--- config.mk ---
export PLATFORM = sky130hd
export DESIGN_NAME = cpu_reg_arbiter_flat
export DESIGN_NICKNAME = d
export VERILOG_FILES = /design/src/rtl/cpu_pkg.sv /design/src/rtl/cpu_reg_arbiter_if.sv /design/src/rtl/cpu_reg_arb_pick.sv /design/src/rtl/cpu_reg_arbiter.sv /design/src/flat_wrapper.sv
export SDC_FILE = /design/constraint.sdc
export NUM_CORES = 1
export LEC_CHECK = 0
export CORE_AREA = 2 2 62 64
export CTS_BUF_LIST = sky130_fd_sc_hd__clkbuf_4
export DETAILED_ROUTE_END_ITERATION = 12
export DIE_AREA = 0 0 64 66
export PLACE_DENSITY_LB_ADDON = 0.08
export SKIP_CTS_REPAIR_TIMING = 1
export SYNTH_ARGS = -nofsm -noshare
export SYNTH_HDL_FRONTEND = slang
export SYNTH_SLANG_ARGS = --single-unit
--- constraint.sdc ---
create_clock -name clk -period 4.4 [get_ports clk]
set_input_delay 0.66 -clock clk [delete_from_list [all_inputs] [get_ports clk]]
set_output_delay 0.66 -clock clk [all_outputs]
set_load 0.1 [all_outputs]
--- src/rtl/cpu_pkg.sv ---
// Shared types and constants for the CPU register-file arbiter.
// Defines the datapath widths, FSM state encoding and requester identifiers.
package cpu_pkg;

    localparam int DATA_W    = 8;
    localparam int REG_SEL_W = 3;

    typedef enum logic [1:0] {
        IDLE = 2'd0,
        RD   = 2'd1,
        WR   = 2'd2,
        RESP = 2'd3
    } state_t;

    localparam logic REQ_CPU = 1'b0;
    localparam logic REQ_DBG = 1'b1;

endpackage

--- src/rtl/cpu_reg_arbiter_if.sv ---
// Bundle of requester handshakes (cpu_*, dbg_*) and register-file strobes.
// The slave modport is the arbiter; the master modport is the surrounding system.
interface cpu_reg_arbiter_if;
    import cpu_pkg::*;

    logic                 cpu_req;
    logic                 cpu_we;
    logic [REG_SEL_W-1:0] cpu_addr;
    logic [DATA_W-1:0]    cpu_wdata;
    logic                 cpu_ack;
    logic [DATA_W-1:0]    cpu_rdata;
    logic                 cpu_err;

    logic                 dbg_req;
    logic                 dbg_we;
    logic [REG_SEL_W-1:0] dbg_addr;
    logic [DATA_W-1:0]    dbg_wdata;
    logic                 dbg_ack;
    logic [DATA_W-1:0]    dbg_rdata;
    logic                 dbg_err;

    logic [DATA_W-1:0]    rf_data_in;
    logic [REG_SEL_W-1:0] rf_sel_in;
    logic [REG_SEL_W-1:0] rf_sel_out;
    logic                 rf_enable_write;
    logic                 rf_output_enable;
    logic [DATA_W-1:0]    rf_data_out;

    logic                 busy;

    modport slave (
        input  cpu_req, cpu_we, cpu_addr, cpu_wdata,
        input  dbg_req, dbg_we, dbg_addr, dbg_wdata,
        input  rf_data_out,
        output cpu_ack, cpu_rdata, cpu_err,
        output dbg_ack, dbg_rdata, dbg_err,
        output rf_data_in, rf_sel_in, rf_sel_out, rf_enable_write, rf_output_enable,
        output busy
    );

    modport master (
        output cpu_req, cpu_we, cpu_addr, cpu_wdata,
        output dbg_req, dbg_we, dbg_addr, dbg_wdata,
        output rf_data_out,
        input  cpu_ack, cpu_rdata, cpu_err,
        input  dbg_ack, dbg_rdata, dbg_err,
        input  rf_data_in, rf_sel_in, rf_sel_out, rf_enable_write, rf_output_enable,
        input  busy
    );

endinterface

--- src/rtl/cpu_reg_arb_pick.sv ---
// Winner selection for the register-file arbiter: CPU has fixed priority unless
// the debug requester has lost MAX_WAIT consecutive arbitrations.
module cpu_reg_arb_pick
    import cpu_pkg::*;
#(
    parameter int MAX_WAIT = 4
) (
    input  logic clk,
    input  logic reset_n,
    input  logic i_arb_en,
    input  logic i_cpu_req,
    input  logic i_dbg_req,
    output logic o_grant_vld,
    output logic o_grant_id
);

    localparam int CNT_W = $clog2(MAX_WAIT + 1);
    localparam logic [CNT_W-1:0] CNT_MAX = CNT_W'(MAX_WAIT);

    logic [CNT_W-1:0] r_wait_cnt;
    logic             w_dbg_forced;

    assign w_dbg_forced = i_dbg_req && (r_wait_cnt == CNT_MAX);
    assign o_grant_vld  = i_cpu_req || i_dbg_req;

    always_comb begin
        o_grant_id = REQ_DBG;
        if (w_dbg_forced) begin
            o_grant_id = REQ_DBG;
        end else if (i_cpu_req) begin
            o_grant_id = REQ_CPU;
        end
    end

    // Counts only arbitrations debug actually lost; saturates at the force threshold.
    always_ff @(posedge clk) begin
        if (!reset_n) begin
            r_wait_cnt <= '0;
        end else if (i_arb_en && o_grant_vld) begin
            if (o_grant_id == REQ_DBG) begin
                r_wait_cnt <= '0;
            end else if (i_dbg_req && (r_wait_cnt != CNT_MAX)) begin
                r_wait_cnt <= r_wait_cnt + CNT_W'(1);
            end
        end
    end

endmodule

--- src/rtl/cpu_reg_arbiter.sv ---
// Arbitrates CPU and debug access to the register file and sequences rf strobes.
// Optional address range check enabled by defining CPU_REG_ARB_ADDR_CHECK_EN.
module cpu_reg_arbiter
    import cpu_pkg::*;
#(
    parameter int NUM_REGS = 3,
    parameter int MAX_WAIT = 4
) (
    input  logic              clk,
    input  logic              reset_n,
    cpu_reg_arbiter_if.slave  bus
);

    if (NUM_REGS < 1 || NUM_REGS > (1 << REG_SEL_W)) begin : g_bad_num_regs
        $error("cpu_reg_arbiter: NUM_REGS out of range for the register select width");
    end

    state_t               r_state;
    state_t               w_next;
    logic                 r_id;
    logic [REG_SEL_W-1:0] r_addr;
    logic [DATA_W-1:0]    r_wdata;
    logic [DATA_W-1:0]    r_cpu_rdata;
    logic [DATA_W-1:0]    r_dbg_rdata;

    logic                 w_idle;
    logic                 w_grant_vld;
    logic                 w_grant_id;
    logic                 w_sel_we;
    logic [REG_SEL_W-1:0] w_sel_addr;
    logic [DATA_W-1:0]    w_sel_wdata;
    logic                 w_addr_ok;
    logic                 w_resp_err;

    assign w_idle = (r_state == IDLE);

    cpu_reg_arb_pick #(
        .MAX_WAIT (MAX_WAIT)
    ) u_pick (
        .clk         (clk),
        .reset_n     (reset_n),
        .i_arb_en    (w_idle),
        .i_cpu_req   (bus.cpu_req),
        .i_dbg_req   (bus.dbg_req),
        .o_grant_vld (w_grant_vld),
        .o_grant_id  (w_grant_id)
    );

    assign w_sel_we    = (w_grant_id == REQ_DBG) ? bus.dbg_we    : bus.cpu_we;
    assign w_sel_addr  = (w_grant_id == REQ_DBG) ? bus.dbg_addr  : bus.cpu_addr;
    assign w_sel_wdata = (w_grant_id == REQ_DBG) ? bus.dbg_wdata : bus.cpu_wdata;

`ifdef CPU_REG_ARB_ADDR_CHECK_EN
    localparam logic [REG_SEL_W-1:0] LAST_ADDR = REG_SEL_W'(NUM_REGS - 1);
    assign w_addr_ok  = (r_addr <= LAST_ADDR);
    assign w_resp_err = !w_addr_ok;
`else
    assign w_addr_ok  = 1'b1;
    assign w_resp_err = 1'b0;
`endif

    always_ff @(posedge clk) begin
        if (!reset_n) begin
            r_state <= IDLE;
            r_id    <= REQ_CPU;
        end else begin
            r_state <= w_next;
            if (w_idle && w_grant_vld) begin
                r_id <= w_grant_id;
            end
        end
    end

    // Access fields are only consumed after a grant, so they carry no reset.
    always_ff @(posedge clk) begin
        if (w_idle && w_grant_vld) begin
            r_addr  <= w_sel_addr;
            r_wdata <= w_sel_wdata;
        end
    end

    always_ff @(posedge clk) begin
        if (!reset_n) begin
            r_cpu_rdata <= '0;
            r_dbg_rdata <= '0;
        end else if ((r_state == RD) && w_addr_ok) begin
            if (r_id == REQ_DBG) begin
                r_dbg_rdata <= bus.rf_data_out;
            end else begin
                r_cpu_rdata <= bus.rf_data_out;
            end
        end
    end

    // Strobes and acks decode from registered state only: no req-to-rf path.
    always_comb begin
        w_next               = r_state;
        bus.rf_enable_write  = 1'b0;
        bus.rf_output_enable = 1'b0;
        bus.rf_sel_in        = '0;
        bus.rf_sel_out       = '0;
        bus.rf_data_in       = '0;
        bus.cpu_ack          = 1'b0;
        bus.dbg_ack          = 1'b0;
        bus.cpu_err          = 1'b0;
        bus.dbg_err          = 1'b0;
        case (r_state)
            IDLE: begin
                if (w_grant_vld) begin
                    w_next = w_sel_we ? WR : RD;
                end
            end
            WR: begin
                w_next = RESP;
                if (w_addr_ok) begin
                    bus.rf_enable_write = 1'b1;
                    bus.rf_sel_in       = r_addr;
                    bus.rf_data_in      = r_wdata;
                end
            end
            RD: begin
                w_next = RESP;
                if (w_addr_ok) begin
                    bus.rf_output_enable = 1'b1;
                    bus.rf_sel_out       = r_addr;
                end
            end
            RESP: begin
                w_next = IDLE;
                if (r_id == REQ_DBG) begin
                    bus.dbg_ack = 1'b1;
                    bus.dbg_err = w_resp_err;
                end else begin
                    bus.cpu_ack = 1'b1;
                    bus.cpu_err = w_resp_err;
                end
            end
            default: w_next = IDLE;
        endcase
    end

    assign bus.cpu_rdata = r_cpu_rdata;
    assign bus.dbg_rdata = r_dbg_rdata;
    assign bus.busy      = !w_idle;

endmodule
--- src/flat_wrapper.sv ---
// flat-port wrapper written by rule: the top's interface ports become plain ports
module cpu_reg_arbiter_flat import cpu_pkg::*;
#(
    parameter int NUM_REGS = 3,
    parameter int MAX_WAIT = 4
)
  (clk, reset_n, bus_cpu_req, bus_cpu_we, bus_cpu_addr, bus_cpu_wdata, bus_dbg_req, bus_dbg_we, bus_dbg_addr, bus_dbg_wdata, bus_rf_data_out, bus_cpu_ack, bus_cpu_rdata, bus_cpu_err, bus_dbg_ack, bus_dbg_rdata, bus_dbg_err, bus_rf_data_in, bus_rf_sel_in, bus_rf_sel_out, bus_rf_enable_write, bus_rf_output_enable, bus_busy);
  cpu_reg_arbiter_if bus_i ();
  input  logic clk;
  input  logic reset_n;
  input wire logic [$bits(bus_i.cpu_req)-1:0] bus_cpu_req;
  input wire logic [$bits(bus_i.cpu_we)-1:0] bus_cpu_we;
  input wire logic [$bits(bus_i.cpu_addr)-1:0] bus_cpu_addr;
  input wire logic [$bits(bus_i.cpu_wdata)-1:0] bus_cpu_wdata;
  input wire logic [$bits(bus_i.dbg_req)-1:0] bus_dbg_req;
  input wire logic [$bits(bus_i.dbg_we)-1:0] bus_dbg_we;
  input wire logic [$bits(bus_i.dbg_addr)-1:0] bus_dbg_addr;
  input wire logic [$bits(bus_i.dbg_wdata)-1:0] bus_dbg_wdata;
  input wire logic [$bits(bus_i.rf_data_out)-1:0] bus_rf_data_out;
  output wire logic [$bits(bus_i.cpu_ack)-1:0] bus_cpu_ack;
  output wire logic [$bits(bus_i.cpu_rdata)-1:0] bus_cpu_rdata;
  output wire logic [$bits(bus_i.cpu_err)-1:0] bus_cpu_err;
  output wire logic [$bits(bus_i.dbg_ack)-1:0] bus_dbg_ack;
  output wire logic [$bits(bus_i.dbg_rdata)-1:0] bus_dbg_rdata;
  output wire logic [$bits(bus_i.dbg_err)-1:0] bus_dbg_err;
  output wire logic [$bits(bus_i.rf_data_in)-1:0] bus_rf_data_in;
  output wire logic [$bits(bus_i.rf_sel_in)-1:0] bus_rf_sel_in;
  output wire logic [$bits(bus_i.rf_sel_out)-1:0] bus_rf_sel_out;
  output wire logic [$bits(bus_i.rf_enable_write)-1:0] bus_rf_enable_write;
  output wire logic [$bits(bus_i.rf_output_enable)-1:0] bus_rf_output_enable;
  output wire logic [$bits(bus_i.busy)-1:0] bus_busy;
  assign bus_i.cpu_req = bus_cpu_req;
  assign bus_i.cpu_we = bus_cpu_we;
  assign bus_i.cpu_addr = bus_cpu_addr;
  assign bus_i.cpu_wdata = bus_cpu_wdata;
  assign bus_i.dbg_req = bus_dbg_req;
  assign bus_i.dbg_we = bus_dbg_we;
  assign bus_i.dbg_addr = bus_dbg_addr;
  assign bus_i.dbg_wdata = bus_dbg_wdata;
  assign bus_i.rf_data_out = bus_rf_data_out;
  assign bus_cpu_ack = bus_i.cpu_ack;
  assign bus_cpu_rdata = bus_i.cpu_rdata;
  assign bus_cpu_err = bus_i.cpu_err;
  assign bus_dbg_ack = bus_i.dbg_ack;
  assign bus_dbg_rdata = bus_i.dbg_rdata;
  assign bus_dbg_err = bus_i.dbg_err;
  assign bus_rf_data_in = bus_i.rf_data_in;
  assign bus_rf_sel_in = bus_i.rf_sel_in;
  assign bus_rf_sel_out = bus_i.rf_sel_out;
  assign bus_rf_enable_write = bus_i.rf_enable_write;
  assign bus_rf_output_enable = bus_i.rf_output_enable;
  assign bus_busy = bus_i.busy;
  cpu_reg_arbiter #(.NUM_REGS(NUM_REGS), .MAX_WAIT(MAX_WAIT)) u_core (.clk(clk), .reset_n(reset_n), .bus(bus_i));
endmodule
==> results by group <==
Timing
  – Final WS setup: 1.18 ns
  – Final Hold Violating Endpoints: 0
  – Final setup vio count: 0
  – Fin crit share: 73.2%
  – Final hold slack: 0.462 ns
  – RSZ-0062 raised after global routing: no
  – Slew margin rel.: 33.5%
  – Worst Skew: 0.0153 ns
  – Post-route minimum period: 3.22 ns
  – Setup tns final: 0 ns
  – Least-Margin Pin Slew: 0.994 ns
  – FMAX: 311 MHz
  – Final Max Slew Viols: 0

Synthesis
  – Cell with the most instances after synthesis: nand2_1
  – Gate Count Post-Synth: 160
  – Ranking of synthesized cells by area: dfxtp_1 29%, edfxtp_1 22%, mux2_2 8.1%
  – Cell taking the most area after synthesis: dfxtp_1
  – Synth top area share: 28.8%
  – Distinct cells, synth: 27
  – EDFF count, synth: 11
  – Register area share after synthesis: 50.3%
  – Ys async rst share: 0%
  – Synthesized cell area: 1530 µm²
  – Most frequent cells after synthesis: 31 x nand2_1, 22 x dfxtp_1, 16 x a21oi_1
  – Synth Warn #: 0
  – Ys flop type: dfxtp_1
  – Yosys reg bits: 33
  – Mapped Avg Cell Area: 9.57 µm²

Clocking
  – H-tree depth: 2
  – Root Driver: clkbuf_4
  – Clock Latency Late Sink: 0.34 ns
  – Clock sink count: 33
  – Num CTS Buffers: 5
  – CTS tree: built
  – Reg clk slew, reported paths: 0.11 ns
  – Clock Path Buffers: 2

Pwr
  – Clock network power share: 10.5%
  – Combinational fraction of design power: 61.8%
  – Sequential share of power: 27.7%
  – Switching share of power: 56.3%
  – Leak Pwr: 0.000838 µW
  – VDD IR max: 0.000292 V
  – Switching Power: 895 µW
  – PwrDens: 691 nW/µm²
  – Internal power: 695 µW

Global route
  – Total congestion overflow: 0
  – Largest net degree at the start of global routing: 21
  – Initial antenna violation count: 0
  – First-pass GRT wire length: 6.05 mm
  – Vias in the first global route: 1,388
  – Total GRT Usage: 18.8%

Status
  – Status: complete, no violations

Setup path
  – Reg-to-Reg End: u_core.r_wdata[1]
  – Slowest stage delay, CP: 1.14 ns
  – Crit path max fanout: 15
  – WP data required: 3.74 ns
  – R2R Setup Slk: 2.44 ns
  – Top delay family on crit path: buffers and inverters
  – Crit end category: output port
  – WP data arrival: 2.56 ns
  – Slowest cell on the critical path: clkdlybuf4s50_1
  – CP startpoint: u_core.r_state[1]
  – Worst R2R Start: u_core.r_state[0]
  – Critical Path Source Type: flop
  – Crit Path Class: reg2out
  – CP Cell Sequence: inv_1 > ha_1 > and2_1 > clkdlybuf4s50_1
  – Crit path buf inv count: 2
  – Worst Reg-to-Reg Cells: 4

Layout
  – Register Area: 771 µm²
  – Number of fill cells in the layout: 313
  – Non-filler cells, final: 277
  – Final core occ: 64.8%
  – Area Overhead vs Synth: 50.2%
  – Nets: 270
  – Multi-input gate area: 687 µm²
  – Ant. Diodes: 0
  – Layout cells sized above 1: 9.17%

Placed design
  – GP Congestion: 0.765
  – I/O Buffers: 70
  – Worst slack, placed: 1.52 ns
  – Post-DP HPWL: 2.84 mm
  – Dpl cells: 269

Drt
  – DRC violations left: 0
  – First DRT Iteration DRCs: 34
  – DR pass1 iterations: 4
  – Drt via density: 4.94
  – DR WL/cell: 13.1 µm
  – Final wirelength: 3.62 mm
  – Post-DRT Antenna Nets: 0
  – Via count: 1,368

Floorplan
  – Die span in x: 64 µm
  – Core area: 3550 µm²
  – FP Rows: 22
  – IO Pins: 73
  – Starting Density: 43.1%
  – Die height: 66 µm
  – Die ar.: 4220 µm²

Min path
  – Hold Path Class: reg2reg
  – Hold Path End: u_core.bus.cpu_rdata[4]
  – Hold Startpoint: u_core.bus.cpu_rdata[4]
  – Hold Crit Depth: 2

Flow run
  – Max-cap violations: 0
## kinds of logic after synthesis
kind of cell | count (synthesis) | synth area share, %
buf+inv | 17 | 5.07
fa+ha+maj | 6 | 4.90
simple gates | 66 | 20.8
other cells | 1 | 0.245
mux | 11 | 8.09
compound gates | 26 | 10.6
flops | 33 | 50.3
## placed cells by master, fill, tap and decap left out, drive strengths merged
cell / n
clkdlybuf4s50: 70
nand2: 31
dfxtp: 22
a21oi: 17
and2: 15
mux2: 11
edfxtp: 11
nand3: 10
inv: 7
ha: 6
clkbuf: 6
nor2: 3
nor2b: 3
or3: 2
a31oi: 2
conb: 2
clkinv: 2
nand2b: 1
nand4b: 1
a21bo: 1
a32oi: 1
o21ai: 1
a2bb2oi: 1
o221a: 1
a211oi: 1
a32o: 1
## how the worst max path moves through the flow
stage / slack [ns] / end / depth (start not counted)
3_5_place_dp: 1.52 / bus_rf_sel_out[2] / 4
2_1_floorplan: 1.38 / bus_rf_sel_out[0] / 4
6_report: 1.18 / bus_rf_sel_out[2] / 4
3_3_place_gp: 1.60 / bus_rf_sel_out[0] / 4
4_1_cts: 1.14 / bus_rf_sel_out[2] / 4
5_1_grt: 1.05 / bus_rf_sel_out[1] / 4
## through the flow
step	cell area [µm²]	total power, µW
finish	2300	1590
global route	2300	1660
CTS	2300	1600
detailed placement	2240	1430
global placement	2240	1420
floorplan	1540	1210
## routing by layer
layer	vias to the layer above	track usage [%]	wire, µm
met1	644	20.6	1510
met5	-	0	0
met3	6	5.62	197
met2	44	34.2	1870
li1	674	-	-
met4	0	7.07	47
## sequential cells by signal (all words and copies together) (netlist names)
register,flops
u_core.r_state,2
u_core.bus.dbg_rdata,8
u_core.r_id,1
u_core.r_wdata,8
u_core.r_addr,3
u_core.bus.cpu_rdata,8
u_core.u_pick.r_wait_cnt,3
## power by group through the flow
stage,combinational [µW],sequential [µW],clock (µW)
after floorplan,617,593,0
after global placement,976,441,0
after detailed placement,987,448,0
after CTS,988,441,170
after global routing,1030,451,182
final,982,441,167
## worst min-delay path, stage by stage (launching register included)
cell     delay, ns
dfxtp_1       0.32
nand2_1       0.05
a21oi_1       0.05
## area by class of cell
cell class | count | share of cell area (%)
Sequential cell | 33 | 33.5
Inverter | 7 | 1.14
Timing Repair Buffer | 70 | 30.5
Tap cell | 48 | 2.61
Clock inverter | 2 | 0.435
Clock buffer | 6 | 1.96
Multi-Input combinational cell | 111 | 29.9
(Power assumes the default switching activity.)
